## src/rtl/fifo_wr_arbiter.sv

```systemverilog
// fifo_wr_arbiter: shares the single write port of a fifo among NUM_REQ
// producers. Round-robin grant with at most BURST_LEN words per grant, one
// IDLE arbitration cycle between grants, and no write issued while full.
module fifo_wr_arbiter #(
   parameter int unsigned NUM_REQ    = 4,
   parameter int unsigned DATA_WIDTH = 8,
   parameter int unsigned BURST_LEN  = 4
) (
   input  logic                            clock,
   input  logic                            rst,
   input  logic [NUM_REQ-1:0]              req_valid,
   input  logic [NUM_REQ*DATA_WIDTH-1:0]   req_data,
   output logic [NUM_REQ-1:0]              req_ready,
   input  logic                            fifo_full,
   output logic                            fifo_wr,
   output logic [DATA_WIDTH-1:0]           fifo_wr_data,
   output logic [$clog2(NUM_REQ)-1:0]      grant_id,
   output logic                            busy
);

   localparam int unsigned IDW = $clog2(NUM_REQ);
   localparam int unsigned BCW = $clog2(BURST_LEN) + 1;
   localparam logic [BCW-1:0] LAST_BEAT = BCW'(BURST_LEN - 1);
   localparam logic [IDW-1:0] LAST_ID   = IDW'(NUM_REQ - 1);

   typedef enum logic {
      S_IDLE,
      S_GRANT
   } state_t;

   state_t               r_state;
   logic [IDW-1:0]       r_owner;
   logic [IDW-1:0]       r_ptr;
   logic [BCW-1:0]       r_beat_cnt;
   logic [IDW-1:0]       r_grant_id;
   logic                 r_busy;

   logic [IDW-1:0]       w_pick;
   logic                 w_any;
   int unsigned          w_best;
   logic                 w_owner_valid;
   logic [DATA_WIDTH-1:0] w_owner_data;
   logic                 w_xfer;
   logic                 w_last;
   logic [IDW-1:0]       w_next_ptr;

   // distance of index i from the round-robin pointer, walking upward with wrap
   function automatic int unsigned rr_dist(input int unsigned i, input logic [IDW-1:0] p);
      return (i + NUM_REQ - 32'(p)) % NUM_REQ;
   endfunction

   // pick the valid producer closest to the pointer (ptr, ptr+1, ... wrapping)
   always_comb begin
      w_any  = 1'b0;
      w_pick = '0;
      w_best = NUM_REQ;
      for (int unsigned i = 0; i < NUM_REQ; i++) begin
         if (req_valid[i] && (rr_dist(i, r_ptr) < w_best)) begin
            w_any  = 1'b1;
            w_best = rr_dist(i, r_ptr);
            w_pick = IDW'(i);
         end
      end
   end

   // select the current owner's valid and data word
   always_comb begin
      w_owner_valid = 1'b0;
      w_owner_data  = '0;
      for (int unsigned i = 0; i < NUM_REQ; i++) begin
         if (r_owner == IDW'(i)) begin
            w_owner_valid = req_valid[i];
            w_owner_data  = req_data[i*DATA_WIDTH +: DATA_WIDTH];
         end
      end
   end

   assign w_xfer     = (r_state == S_GRANT) && w_owner_valid && !fifo_full;
   assign w_last     = (r_beat_cnt == LAST_BEAT);
   assign w_next_ptr = (r_owner == LAST_ID) ? '0 : r_owner + 1'b1;

   // handshake and write strobe follow the registered state, so reset clears them at once
   always_comb begin
      req_ready    = '0;
      fifo_wr      = w_xfer;
      fifo_wr_data = w_xfer ? w_owner_data : '0;
      for (int unsigned i = 0; i < NUM_REQ; i++) begin
         req_ready[i] = (r_state == S_GRANT) && (r_owner == IDW'(i)) && !fifo_full;
      end
   end

   // arbitration FSM with registered busy/grant_id
   always_ff @(posedge clock or negedge rst) begin
      if (!rst) begin
         r_state    <= S_IDLE;
         r_owner    <= '0;
         r_ptr      <= '0;
         r_beat_cnt <= '0;
         r_grant_id <= '0;
         r_busy     <= 1'b0;
      end else begin
         case (r_state)
            S_IDLE: begin
               if (w_any) begin
                  r_owner    <= w_pick;
                  r_beat_cnt <= '0;
                  r_grant_id <= w_pick;
                  r_busy     <= 1'b1;
                  r_state    <= S_GRANT;
               end
            end
            S_GRANT: begin
               // a dropped valid releases even while stalled; full alone never releases
               if (!w_owner_valid || (w_xfer && w_last)) begin
                  r_ptr      <= w_next_ptr;
                  r_grant_id <= '0;
                  r_busy     <= 1'b0;
                  r_state    <= S_IDLE;
               end else if (w_xfer) begin
                  r_beat_cnt <= r_beat_cnt + 1'b1;
               end
            end
            default: begin
               r_state <= S_IDLE;
            end
         endcase
      end
   end

   assign grant_id = r_grant_id;
   assign busy     = r_busy;

endmodule

```

## config.mk

```make
export PLATFORM = sky130hd
export DESIGN_NAME = fifo_wr_arbiter
export DESIGN_NICKNAME = d
export VERILOG_FILES = /design/src/rtl/fifo_wr_arbiter.sv
export SDC_FILE = /design/constraint.sdc
export NUM_CORES = 1
export LEC_CHECK = 0
export ABC_AREA = 1
export CAP_MARGIN = 20
export CORE_MARGIN = 1
export CORE_UTILIZATION = 32
export DETAILED_ROUTE_END_ITERATION = 7
export GPL_ROUTABILITY_DRIVEN = 0
export GPL_TIMING_DRIVEN = 0
export PLACE_DENSITY = 0.67
export RECOVER_POWER = 100
export SLEW_MARGIN = 10
export SYNTH_ARGS = -nofsm -noshare
export SYNTH_HDL_FRONTEND = slang
export SYNTH_SLANG_ARGS = --single-unit
export TNS_END_PERCENT = 5
```

## constraint.sdc

```tcl
create_clock -name clock -period 4.5 [get_ports clock]
set_input_delay 0.9 -clock clock [delete_from_list [all_inputs] [get_ports clock]]
set_output_delay 0.9 -clock clock [all_outputs]
set_load 0.01 [all_outputs]
```

==> results of run 1 <==
-- flip-flops by register name, summed over array words and instances (netlist names) --
register    cells
r_beat_cnt      3
grant_id        2
r_owner         2
r_ptr           2
busy            1
r_state         1
-- through the flow --
stage	instance area, µm²	worst slack [ns]	power [mW]	hold slack (ns)
after floorplan	1021	1.830	0.6376	0.4798
after global placement	1617	0.6638	0.8393	0.4561
after detailed placement	1617	0.6254	0.8644	0.4722
after CTS	1643	0.6204	0.9345	0.4918
after global routing	1630	0.3844	1.012	0.5259
final	1630	0.5381	0.8912	0.4842
-- cell usage in the layout (no fill, tap or decap) --
cell type,count
clkinv_1,2
nor2_1,15
dfrtp_1,11
inv_2,4
o31ai_1,1
nand4_1,1
o22ai_1,1
a211oi_1,7
clkbuf_1,4
o21ai_1,3
inv_1,12
a21oi_1,13
o211ai_1,9
xnor2_1,1
buf_2,1
clkdlybuf4s50_1,36
nand2_1,55
nand3_1,6
ha_1,8
o21ai_0,4
clkbuf_4,3
dlygate4sd3_1,18
o21a_1,1
-- layer usage --
metal,track usage,wire [µm]
met2,0.3481,1494
met3,0.03956,248
met1,0.2233,1265
met5,0,0
met4,0.05442,19
-- final timing paths --
| check | to | slack [ns] | startpoint |
|---|---|---|---|
| setup / recovery | fifo_wr_data[6] | 0.54 | req_valid[0] |
| hold / removal | busy | 0.48 | busy |
| setup reg to reg | grant_id[1] | 2.04 | r_ptr[0] |
| hold reg to reg | busy | 0.48 | busy |
| max in group asynchronous | grant_id[1] | 3.13 | rst |
| min in group asynchronous | r_owner[1] | 1.03 | rst |
-- power by group --
group	internal (mW)	switching, mW	total, mW
clock network	0.0343	0.0309	0.0652
registers	0.148	0.0453	0.193
logic	0.260	0.373	0.633
total	0.442	0.449	0.891
-- cells by family (layout without fill, tap and decap cells) --
group,count (synthesis),count (layout)
AO/OA/AOI/OAI,39,39
XOR/XNOR,1,1
adder cells (fa/ha/maj),8,8
buffers and inverters,22,80
flip-flops,11,11
AND/OR/NAND/NOR,77,77
-- cell type report --
cell class / count / area [µm²] / area share
Tap cell: 44 / 55.05 / 0.03377
Multi-Input combinational cell: 125 / 649.4 / 0.3983
Sequential cell: 11 / 275.3 / 0.1688
Inverter: 18 / 67.56 / 0.04144
Timing Repair Buffer: 54 / 540.5 / 0.3315
Buffer: 4 / 16.27 / 0.009977
Clock buffer: 4 / 26.28 / 0.01612
-- worst min-delay path, delay by kind of cell (launching register included) --
| family | cells | cell delay (ns) |
|---|---|---|
| flops | 1 | 0.35 |
| simple gates | 2 | 0.11 |
==> out/qor.yml, run 1 <==
overflow: 0
start_kind: "input port"
whs_path_depth: 2
grt_max_degree: 12
htree_num_levels: 1
clk_latency_ns: 0.27
cp_max_fo: 9
hold_viol_final: 0
synth_area_leaders: "dfrtp_1, nand2_1, ha_1"
drt-initial-drc-count: 56
dpl.hpwl_mm: 2.446
syn_nets: 205
io_pins: 55
ir_worst_vdd_uv: 341.9
drive_gt1_frac: 0.03704
initial_core_util: 0.3372
fmax_mhz: 252.4
cpPeakStageDelay_ns: 0.63
synth_compound_area_frac: 0.2439
coreArea_um2: 3028
synth_edf_count: 0
tns_ns: 0
yosysUniqueCellTypes: 22
setup_viol_count_final: 0
netlist_instances: 158
nets: 264
fin_util: 0.5384
stdcell_count: 260
synth.most_common_cell: "nand2_1"
root_buffer: "clkbuf_4"
synth_top_cell_area_share: 0.2696
r2r_cells: 18
synth_area_um2: 1021
synthMuxAreaShare: 0
fin_worst_skew_ns: 0.007402
grt_pass1_vias: 1217
synthXorXnorAreaFrac: 0.008578
synth_top_family_by_area: "simple AND/OR/NAND/NOR gates"
io_buffers: 54
min_path_type: "flop to flop"
vias: 1259
clock-sinks: 11
placed_cells: 256
drt-wirelength-per-cell_um: 11.65
cp.arrival_ns: 3.06
ant_nets: 0
slew_headroom: 0.4009
period_needed_ns: 3.962
pwr_density_cell_nw_per_um2: 546.7
syn_area_per_cell_um2: 6.462
clk_path_buf_depth: 2
cts-resized-gates: 0
power_leakage_nw: 0.7861
finalCritPeriodShare: 0.8804
crit_chain: "dlygate4sd3_1 > inv_1 > o22ai_1 > o21ai_1 > nand2_1 > nand2_1 > a211oi_1 > dlygate4sd3_1"
antenna_found_initial: 0
cts_tree: "yes"
cp_slowest_cell: "dlygate4sd3_1"
synth_top_cell_by_area: "dfrtp_1"
crit_path_end_kind: "output pin"
crit_buf_inv: 3
die-area_um2: 3421
wl_mm: 3.028
cap_violations: 0
die_h_um: 58.49
cts_buffers: 3
grt_pass1_wl_mm: 5.112
required_ns: 3.60
rsz0062_at_grt: "no"
grt_usage: 0.1901
tightest_slew_ns: 0.8893
async_flop_share: 1.000
clk_pin_slew_ns: 0.06
ys_seq_elements: 11
outcome: "complete, no violations"
ys.warnings.count: 0
crit_cells: 8
synth_adder_area_share: 0.09804
critPathKind: "input port to output pin"
via_per_inst: 4.842
drt_pass1_iterations: 4
drv_slew: 0
drc: 0
cpLargestDelayFamily: "buffers and inverters"
die_w_um: 58.49
area_growth_pct: 59.68
seq_area_frac_synth: 0.2696
yosys.area_share.simple: 0.2978
cts_setup_buffers: 0
n_fill_cell: 315
insertedDiodeCount: 0
hold_buffers: 0
synth_commonest_cells: "nand2_1, nor2_1, a21oi_1"
placement_rows: 20
synth_ff_type: "dfrtp_1"
Power figures use the tool's default switching activity.
==> run 2: changes to the inputs <==
--- a/config.mk
+++ b/config.mk
@@ -12,6 +12,7 @@
 export DETAILED_ROUTE_END_ITERATION = 7
 export GPL_ROUTABILITY_DRIVEN = 0
 export GPL_TIMING_DRIVEN = 0
+export HOLD_SLACK_MARGIN = 0.1
 export PLACE_DENSITY = 0.67
 export RECOVER_POWER = 100
 export SLEW_MARGIN = 10
==> results of run 2 <==
Final layout, timing and power as in run 1 (identical DEF).
==> run 3: changes to the inputs <==
--- a/config.mk
+++ b/config.mk
@@ -8,12 +8,12 @@
 export ABC_AREA = 1
 export CAP_MARGIN = 20
 export CORE_MARGIN = 1
-export CORE_UTILIZATION = 32
+export CORE_UTILIZATION = 42
 export DETAILED_ROUTE_END_ITERATION = 7
 export GPL_ROUTABILITY_DRIVEN = 0
 export GPL_TIMING_DRIVEN = 0
 export HOLD_SLACK_MARGIN = 0.1
-export PLACE_DENSITY = 0.67
+export PLACE_DENSITY = 0.85
 export RECOVER_POWER = 100
 export SLEW_MARGIN = 10
 export SYNTH_ARGS = -nofsm -noshare
==> constraint.sdc (replaced) <==
create_clock -name clock -period 4.5 [get_ports clock]
set_input_delay 0.45 -clock clock [delete_from_list [all_inputs] [get_ports clock]]
set_output_delay 0.45 -clock clock [all_outputs]
set_load 0.01 [all_outputs]
==> run 3 against run 2 <==
Fmax increased by 17%. Via count increased by 0.24%. Worst setup slack improved by 0.58 ns. Critical endpoint is now fifo_wr_data[0]. Largest power group unchanged.
==> out/qor.yml, run 3 (synthesis gave the netlist of run 1 again) <==
outcome: "complete, no violations"
largest_register_ffs: 3  # unchanged
slew_headroom: 0.6766  # +0.2757
hp-start: "busy"
rrSetupSlack_ns: 2.02  # -0.02 ns
die_w_um: 51.31  # -12%
cp_max_fo: 10  # +1
insertedDiodeCount: 0  # unchanged
ant_nets: 0  # unchanged
drt-wirelength-per-cell_um: 13.23  # +14%
fin_worst_skew_ns: 0.0005244  # -0.006878 ns
r2r_end: "grant_id[1]"
hold_end: "busy"
layout.area.seq_um2: 275.3  # unchanged
hold_viol_final: 0  # unchanged
via_per_inst: 5.172  # +6.8%
cpLargestDelayFamily: "buffers and inverters"
hold_buffers: 0  # unchanged
antenna_found_initial: 0  # unchanged
n_fill_cell: 188  # -40%
final_common_cell: "nand2_1"
cap_violations: 0  # unchanged
cts_buffers: 3  # unchanged
gr-max-usage-layer: "met2"
crit_path_end_kind: "output pin"
die_h_um: 51.31  # -12%
grt_max_degree: 12  # unchanged
drc: 0  # unchanged
cts_tree: "yes"
area_growth_pct: 57.97
cts_setup_buffers: 0  # unchanged
setup_viol_count_final: 0  # unchanged
r2r_cells: 18  # unchanged
ir_worst_vdd_uv: 392.1  # +15%
multi_input_area_um2: 653.1  # +0.58%
grt_usage: 0.2589  # +0.06875
io_pins: 55  # unchanged
place_ws_ns: 1.512  # +0.8865 ns
grt_pass1_vias: 1157  # -4.9%
critPathKind: "flop to output pin"
grt_pass1_wl_mm: 5.133  # +0.41%
dpl.hpwl_mm: 2.599  # +6.3%
clock-sinks: 11  # unchanged
htree_num_levels: 1  # unchanged
crit_path_frequent_cell: "nand2_1"
io_buffers: 54  # unchanged
grtUsageMet2: 0.4693  # +0.1212
finalCritPeriodShare: 0.7509  # -0.1295
drt_pass1_iterations: 5  # +1
r2r-start: "r_ptr[0]"
placement_rows: 17  # -15%
coreArea_um2: 2255  # -26%
cp.arrival_ns: 2.93  # -0.13 ns
cpPeakStageDelay_ns: 0.65  # +0.02 ns
start_kind: "flop"
clk_path_buf_depth: 2  # unchanged
tightest_slew_ns: 0.4835  # -0.4058 ns
clk_latency_ns: 0.27  # about the same
cts-resized-gates: 0  # unchanged
drv_slew: 0  # unchanged
pwr_density_cell_nw_per_um2: 560.8  # +2.6%
tns_ns: 0  # unchanged
nets: 264  # unchanged
drive_gt1_frac: 0.03704  # unchanged
crit_buf_inv: 3  # unchanged
clk_pin_slew_ns: 0.07  # about the same
cp_slowest_cell: "dlygate4sd3_1"
rsz0062_at_grt: "no"
root_buffer: "clkbuf_4"
drt-initial-drc-count: 20  # -64%
min_path_type: "flop to flop"
final_cell_mix: "nand2_1, clkdlybuf4s50_1, dlygate4sd3_1"
fmax_mhz: 295.9  # +17%
die-area_um2: 2632  # -23%
power_leakage_nw: 0.7840  # -0.27%
setup_ws_ns: 1.121  # +0.5828 ns
crit_chain: "inv_1 > ha_1 > clkbuf_1 > nand2_1 > o22ai_1 > o21ai_0 > nand2_1 > nand2_1 > a211oi_1 > dlygate4sd3_1"
use_met1: 0.3218  # +0.09847
overflow: 0  # unchanged
period_needed_ns: 3.379  # -0.5828 ns
vias: 1262  # +0.24%
initial_core_util: 0.4528  # +0.1156
wl_mm: 3.229  # +6.6%
grt_use_met3: 0.02083  # -0.01873
regMostFlops: "r_beat_cnt"
required_ns: 4.05  # +0.45 ns
whs_path_depth: 2  # unchanged
[run 3: cell types whose count changed in the layout (fill, tap and decap cells not counted)]
cell and delta:
clkbuf_1 +1, o21ai_2 +1, o21ai_1 -2, o21ai_0 +1, buf_2 -1
[run 3: per-stage QoR]
step | util | cells | cell area, µm² | power, mW | hold slack (ns)
finish | 0.7153 | 244 | 1613 | 0.9044 | 0.4771
global placement | 0.7081 | 240 | 1597 | 0.8339 | 0.4590
detailed placement | 0.7081 | 240 | 1597 | 0.8643 | 0.4692
CTS | 0.7198 | 244 | 1623 | 0.9356 | 0.4895
global route | 0.7153 | 244 | 1613 | 1.009 | 0.5125
floorplan | - | 158 | 1021 | 0.6376 | 0.1544
[run 3: worst max path at each step]
stage            startpoint               to  depth (start not counted)
2_1_floorplan      r_ptr[0]      grant_id[0]                         18
3_3_place_gp   req_valid[0]  fifo_wr_data[0]                          8
3_5_place_dp   req_valid[1]  fifo_wr_data[0]                          8
4_1_cts          r_owner[0]  fifo_wr_data[0]                          8
5_1_grt          r_owner[0]  fifo_wr_data[0]                         10
6_report         r_owner[0]  fifo_wr_data[0]                         10
[run 3: metal layers]
metal | part of all wire | up-vias
li1 | - | 640
met1 | 0.44 | 582
met2 | 0.51 | 34
met3 | 0.031 | 6
met4 | 0.017 | 0
met5 | 0 | -
[run 3: report_power, final]
group / leakage (nW) / total [mW] / internal, mW / switching [mW]
clock: 0.0150 / 0.0689 / 0.0343 / 0.0346
combinational: 0.636 / 0.643 / 0.259 / 0.384
sequential: 0.133 / 0.193 / 0.148 / 0.0448
total: 0.784 / 0.904 / 0.441 / 0.464
[run 3: worst reg2reg max path: cells and delay by family, from the launching register on]
family                   cells  cell delay [ns]
AO/OA/AOI/OAI                2             0.22
adder cells (fa/ha/maj)      2             0.56
XOR/XNOR                     1             0.28
flip-flops                   1             0.46
AND/OR/NAND/NOR             13             0.86
[run 3: area by class of cell]
| class | instances | share of cell area |
|---|---|---|
| Multi-Input combinational cell | 125 | 0.4050 |
| Timing Repair Buffer | 54 | 0.3351 |
| Sequential cell | 11 | 0.1707 |
| Inverter | 18 | 0.04189 |
| Tap cell | 28 | 0.02172 |
| Clock buffer | 4 | 0.01629 |
| Buffer | 4 | 0.009310 |
==> patch 1, RTL diff (flow settings as in run 1) <==
The parameter `DATA_WIDTH` goes from 8 to 10.
--- a/src/rtl/fifo_wr_arbiter.sv
+++ b/src/rtl/fifo_wr_arbiter.sv
@@ -3,7 +3,7 @@
 // IDLE arbitration cycle between grants, and no write issued while full.
 module fifo_wr_arbiter #(
    parameter int unsigned NUM_REQ    = 4,
-   parameter int unsigned DATA_WIDTH = 8,
+   parameter int unsigned DATA_WIDTH = 10,
    parameter int unsigned BURST_LEN  = 4
 ) (
    input  logic                            clock,
Interface: changed (resized fifo_wr_data and req_data); port bits go from 55 to 65. No check against the original RTL was run, so the function may have changed too.
==> patch 1 against run 1 <==
  * Critical path depth grew 1
  * Cell count up 12%
  * Core utilization rose by 0.51 points
  * Sequential share of layout area decreased by 1.8 points
  * Worst setup slack lost 0.13 ns
  * Largest power group unchanged
  * Global-route usage fell by 1.2 points
  * Routed wire length is 13% higher
  * Sequential cell count stayed put
  * First-iteration DRC count increased by 5.4%
  * Total power grew 4.5%
  * Cell area increased by 12%
  * Area after synthesis rose by 10%
  * Count of clock-buffer cells in the layout unchanged
==> patch 1: results (changes against run 1) <==
metric,value,unit,change
routed wl met3,401,µm,+62%
ANT cells,0,,unchanged
ranking of synthesized cells by area,"dfrtp_1 24%, nand2_1 19%, ha_1 8.9%",,
WL met1,1.505,mm,+19%
first-pass GRT wire length,5.050,mm,-1.2%
overall routing resource usage,17.85,%,-1.2 points
met3 usage,3.782,%,-0.17 points
count of port buffers added during placement,64,,+19%
status,finished clean,,
VDD IR max,303.0,µV,-11%
Post-Syn Nets,232,,+13%
"Seq/Total Area, Yosys",24.47,%,-2.5 points
FF-to-FF path depth,20,,+2
reg2reg start,r_ptr[1],,
Worst Clk Skew,0.001886,ns,-0.005517 ns
crit-path max FO,10,,+1
reg2reg setup slack,2.08,ns,+0.04 ns
via/cell ratio,4.687,,-3.2%
met2 routed WL,1.471,mm,-1.5%
Fill cells,357,,+13%
met2 Use GR,31.21,%,-3.6 points
Critical Path AT,3.19,ns,+0.13 ns
Initial DRC Count,59,,+5.4%
Rel. slew slack,44.51,%,+4.4 points
layout cells sized above 1,4.898,%,+1.2 points
met1 GRT Util,22.18,%,-0.15 points
WL final,3.408,mm,+13%
"top cells by count, synth","57 x nand2_1, 18 x nor2_1, 15 x a21oi_1, 15 x inv_1, 11 x dfrtp_1",,
number of library cell types mapped by synthesis,23,,+4.5%
==> patch 1: logic make-up after synthesis <==
logic type | after synthesis | synth area share [%]
compound gates | 46 | 26.25
fa+ha+maj | 8 | 8.899
buf+inv | 25 | 8.565
flops | 11 | 24.47
simple gates | 87 | 31.81
==> patch 1: layout make-up <==
cell class / instances / area (µm²) / area share, %
buffer: 7 / 27.53 / 1.506
inverter: 18 / 67.56 / 3.696
sequential: 11 / 275.3 / 15.06
tap: 46 / 57.56 / 3.149
clock buffer: 4 / 26.28 / 1.437
multi-input combinational: 141 / 733.2 / 40.11
timing repair buffer: 64 / 640.6 / 35.04
==> patch 1: metrics by stage <==
step / util, % / setup slack (ns) / hold slack, ns / instances
2_1_floorplan: - / 1.827 / 0.4588 / 177
5_1_grt: 54.35 / 0.2752 / 0.5031 / 291
3_5_place_dp: 54.20 / 0.5946 / 0.4617 / 287
6_report: 54.35 / 0.4078 / 0.4713 / 291
3_3_place_gp: 54.20 / 0.6032 / 0.4700 / 287
4_1_cts: 54.99 / 0.5931 / 0.4838 / 291
==> patch 1: how the worst max path moves through the flow <==
| stage | startpoint | endpoint |
|---|---|---|
| 2_1_floorplan | req_valid[1] | fifo_wr_data[0] |
| 3_3_place_gp | req_valid[0] | fifo_wr_data[4] |
| 3_5_place_dp | req_valid[0] | fifo_wr_data[4] |
| 4_1_cts | req_valid[0] | fifo_wr_data[4] |
| 5_1_grt | req_valid[0] | fifo_wr_data[4] |
| 6_report | req_valid[0] | fifo_wr_data[4] |
==> patch 1: report_power, final <==
group          total, mW  internal [mW]  switching (mW)
logic              0.685          0.283           0.402
clock network     0.0649         0.0343          0.0306
registers          0.182          0.147          0.0352
==> patch 2, RTL diff (settings of run 1) <==
Without the edit above. Reset style: synchronous (`rst`), changed in one clocked block.
--- a/src/rtl/fifo_wr_arbiter.sv
+++ b/src/rtl/fifo_wr_arbiter.sv
@@ -90,7 +90,7 @@
    end
 
    // arbitration FSM with registered busy/grant_id
-   always_ff @(posedge clock or negedge rst) begin
+   always_ff @(posedge clock) begin
       if (!rst) begin
          r_state    <= S_IDLE;
          r_owner    <= '0;
Formal check against the unedited RTL: differs if rst is asserted again (counterexample within 4 cycles, from zero or initial values and one cycle with rst low); with rst held inactive, the same outputs for 4 cycles.
==> patch 2 against run 1 <==
  * Register-to-register slack about the same
  * Routed wire length rose by 5.3%
  * Count of clock-buffer cells in the layout unchanged
  * Worst setup slack better by 0.086 ns
  * Sequential cell count did not move
  * Cell area rose by 2.1%
  * Area after synthesis is 4.5% higher
  * Critical path depth unchanged
Power is not compared: it rests on default switching activity, and its combinational part moved more than twofold at a synthesized area within 25%.
==> patch 2: results (changes against run 1) <==
metric,value,unit,change
Initial DRC Count,37,,-34%
Via Count,1300,,+3.3%
Reg area,220.2,µm²,-20%
ranking of synthesized cells by area,"dfxtp_1 21%, nand2_1 15%, a21oi_1 11%",,
Main synth FF type,dfxtp_1,,
Layout Nets,271,,+2.7%
XOR/XNOR share of the synthesized area,0,%,-0.86 points
Compound-Gate Fraction of Synth Area,27.55,%,+3.2 points
status,finished clean,,
Post-Syn Nets,212,,+3.4%
placed inst area,1663,µm²,+2.9%
Min-Delay Startpoint,busy,,
first-pass GRT wire length,5.250,mm,+2.7%
Adder-Cell Fraction of Synth Area,9.379,%,-0.43 points
Worst Clk Skew,0.005646,ns,-0.001756 ns
"Seq/Total Area, Yosys",20.63,%,-6.3 points
slew of the pin with the lowest slew margin,0.6686,ns,-0.2207 ns
"top cells by count, synth","42 x nand2_1, 24 x a21oi_1, 14 x inv_1, 14 x nor2_1, 11 x dfxtp_1",,
number of library cell types mapped by synthesis,26,,+18%
reg2reg start,r_ptr[1],,
Reg2Reg Capture Point,grant_id[1],,
WL final,3.187,mm,+5.3%
Fill cells,344,,+9.2%
overall routing resource usage,18.90,%,-0.11 points
Fin Hold WS,0.4598,ns,-0.02436 ns
FF-to-FF path depth,20,,+2
HPWL Detailed,2.585,mm,+5.7%
async set-or-reset flop fraction in the synthesized netlist,0,%,-100 points
patch 2: changes by cell type in the layout (fill, tap and decap cells not counted), moves of 2 or more:
cell,before,now
a21oi_1,13,24
dfrtp_1,11,0
dfxtp_1,0,11
nand2_1,55,45
nand2_2,0,3
nand2_4,0,3
buf_4,0,2
clkbuf_1,4,2
inv_1,12,14
inv_2,4,2
inv_4,0,2
nand3_1,6,8
patch 2: per-stage QoR:
step	setup slack [ns]	total power [mW]	std cells
6_report	0.6241	0.4623	267
5_1_grt	0.4519	0.5101	267
4_1_cts	0.7214	0.4822	267
3_5_place_dp	0.7239	0.4130	263
3_3_place_gp	0.7809	0.4030	263
2_1_floorplan	1.944	0.3134	165
patch 2: worst max path at each step:
stage | end | from | slack (ns)
6_report | fifo_wr_data[3] | req_valid[0] | 0.62
5_1_grt | fifo_wr_data[3] | req_valid[0] | 0.45
4_1_cts | fifo_wr_data[3] | req_valid[0] | 0.72
3_5_place_dp | fifo_wr_data[3] | req_valid[0] | 0.72
3_3_place_gp | fifo_wr_data[3] | req_valid[1] | 0.78
2_1_floorplan | fifo_wr_data[1] | req_valid[1] | 1.94
patch 2: cell type report:
type | instances | area share (%)
well taps | 44 | 3.308
plain buffers | 4 | 1.429
clock buffers | 4 | 1.579
repair buffers | 54 | 32.48
flip-flops and latches | 11 | 13.23
inverters | 20 | 4.812
multi-input cells | 130 | 43.16
patch 2: tightest hold or removal path, cell delays in order, from the launching register on:
cell     delay, ns
dfxtp_1       0.31
nand2_1       0.06
a21oi_1       0.05
patch 2: cell families (layout without fill, tap and decap cells):
kind of cell	count (synthesis)	after routing
flops	11	11
simple gates	76	76
compound gates	46	46
fa+ha+maj	8	8
buf+inv	24	82
patch 2: routing by layer:
| layer | global-route usage [%] | up-vias | wire (µm) |
|---|---|---|---|
| met2 | 33.65 | 50 | 1444 |
| met5 | 0 | - | 0 |
| li1 | - | 670 | - |
| met4 | 7.309 | 0 | 42 |
| met3 | 4.978 | 5 | 337 |
| met1 | 21.28 | 575 | 1361 |
patch 2: power groups by stage:
stage / logic, mW / clock network [mW] / registers (mW)
5_1_grt: 0.307 / 0.0742 / 0.129
2_1_floorplan: 0.185 / 0 / 0.129
6_report: 0.268 / 0.0673 / 0.127
3_5_place_dp: 0.284 / 0 / 0.129
4_1_cts: 0.285 / 0.0697 / 0.127
3_3_place_gp: 0.275 / 0 / 0.128
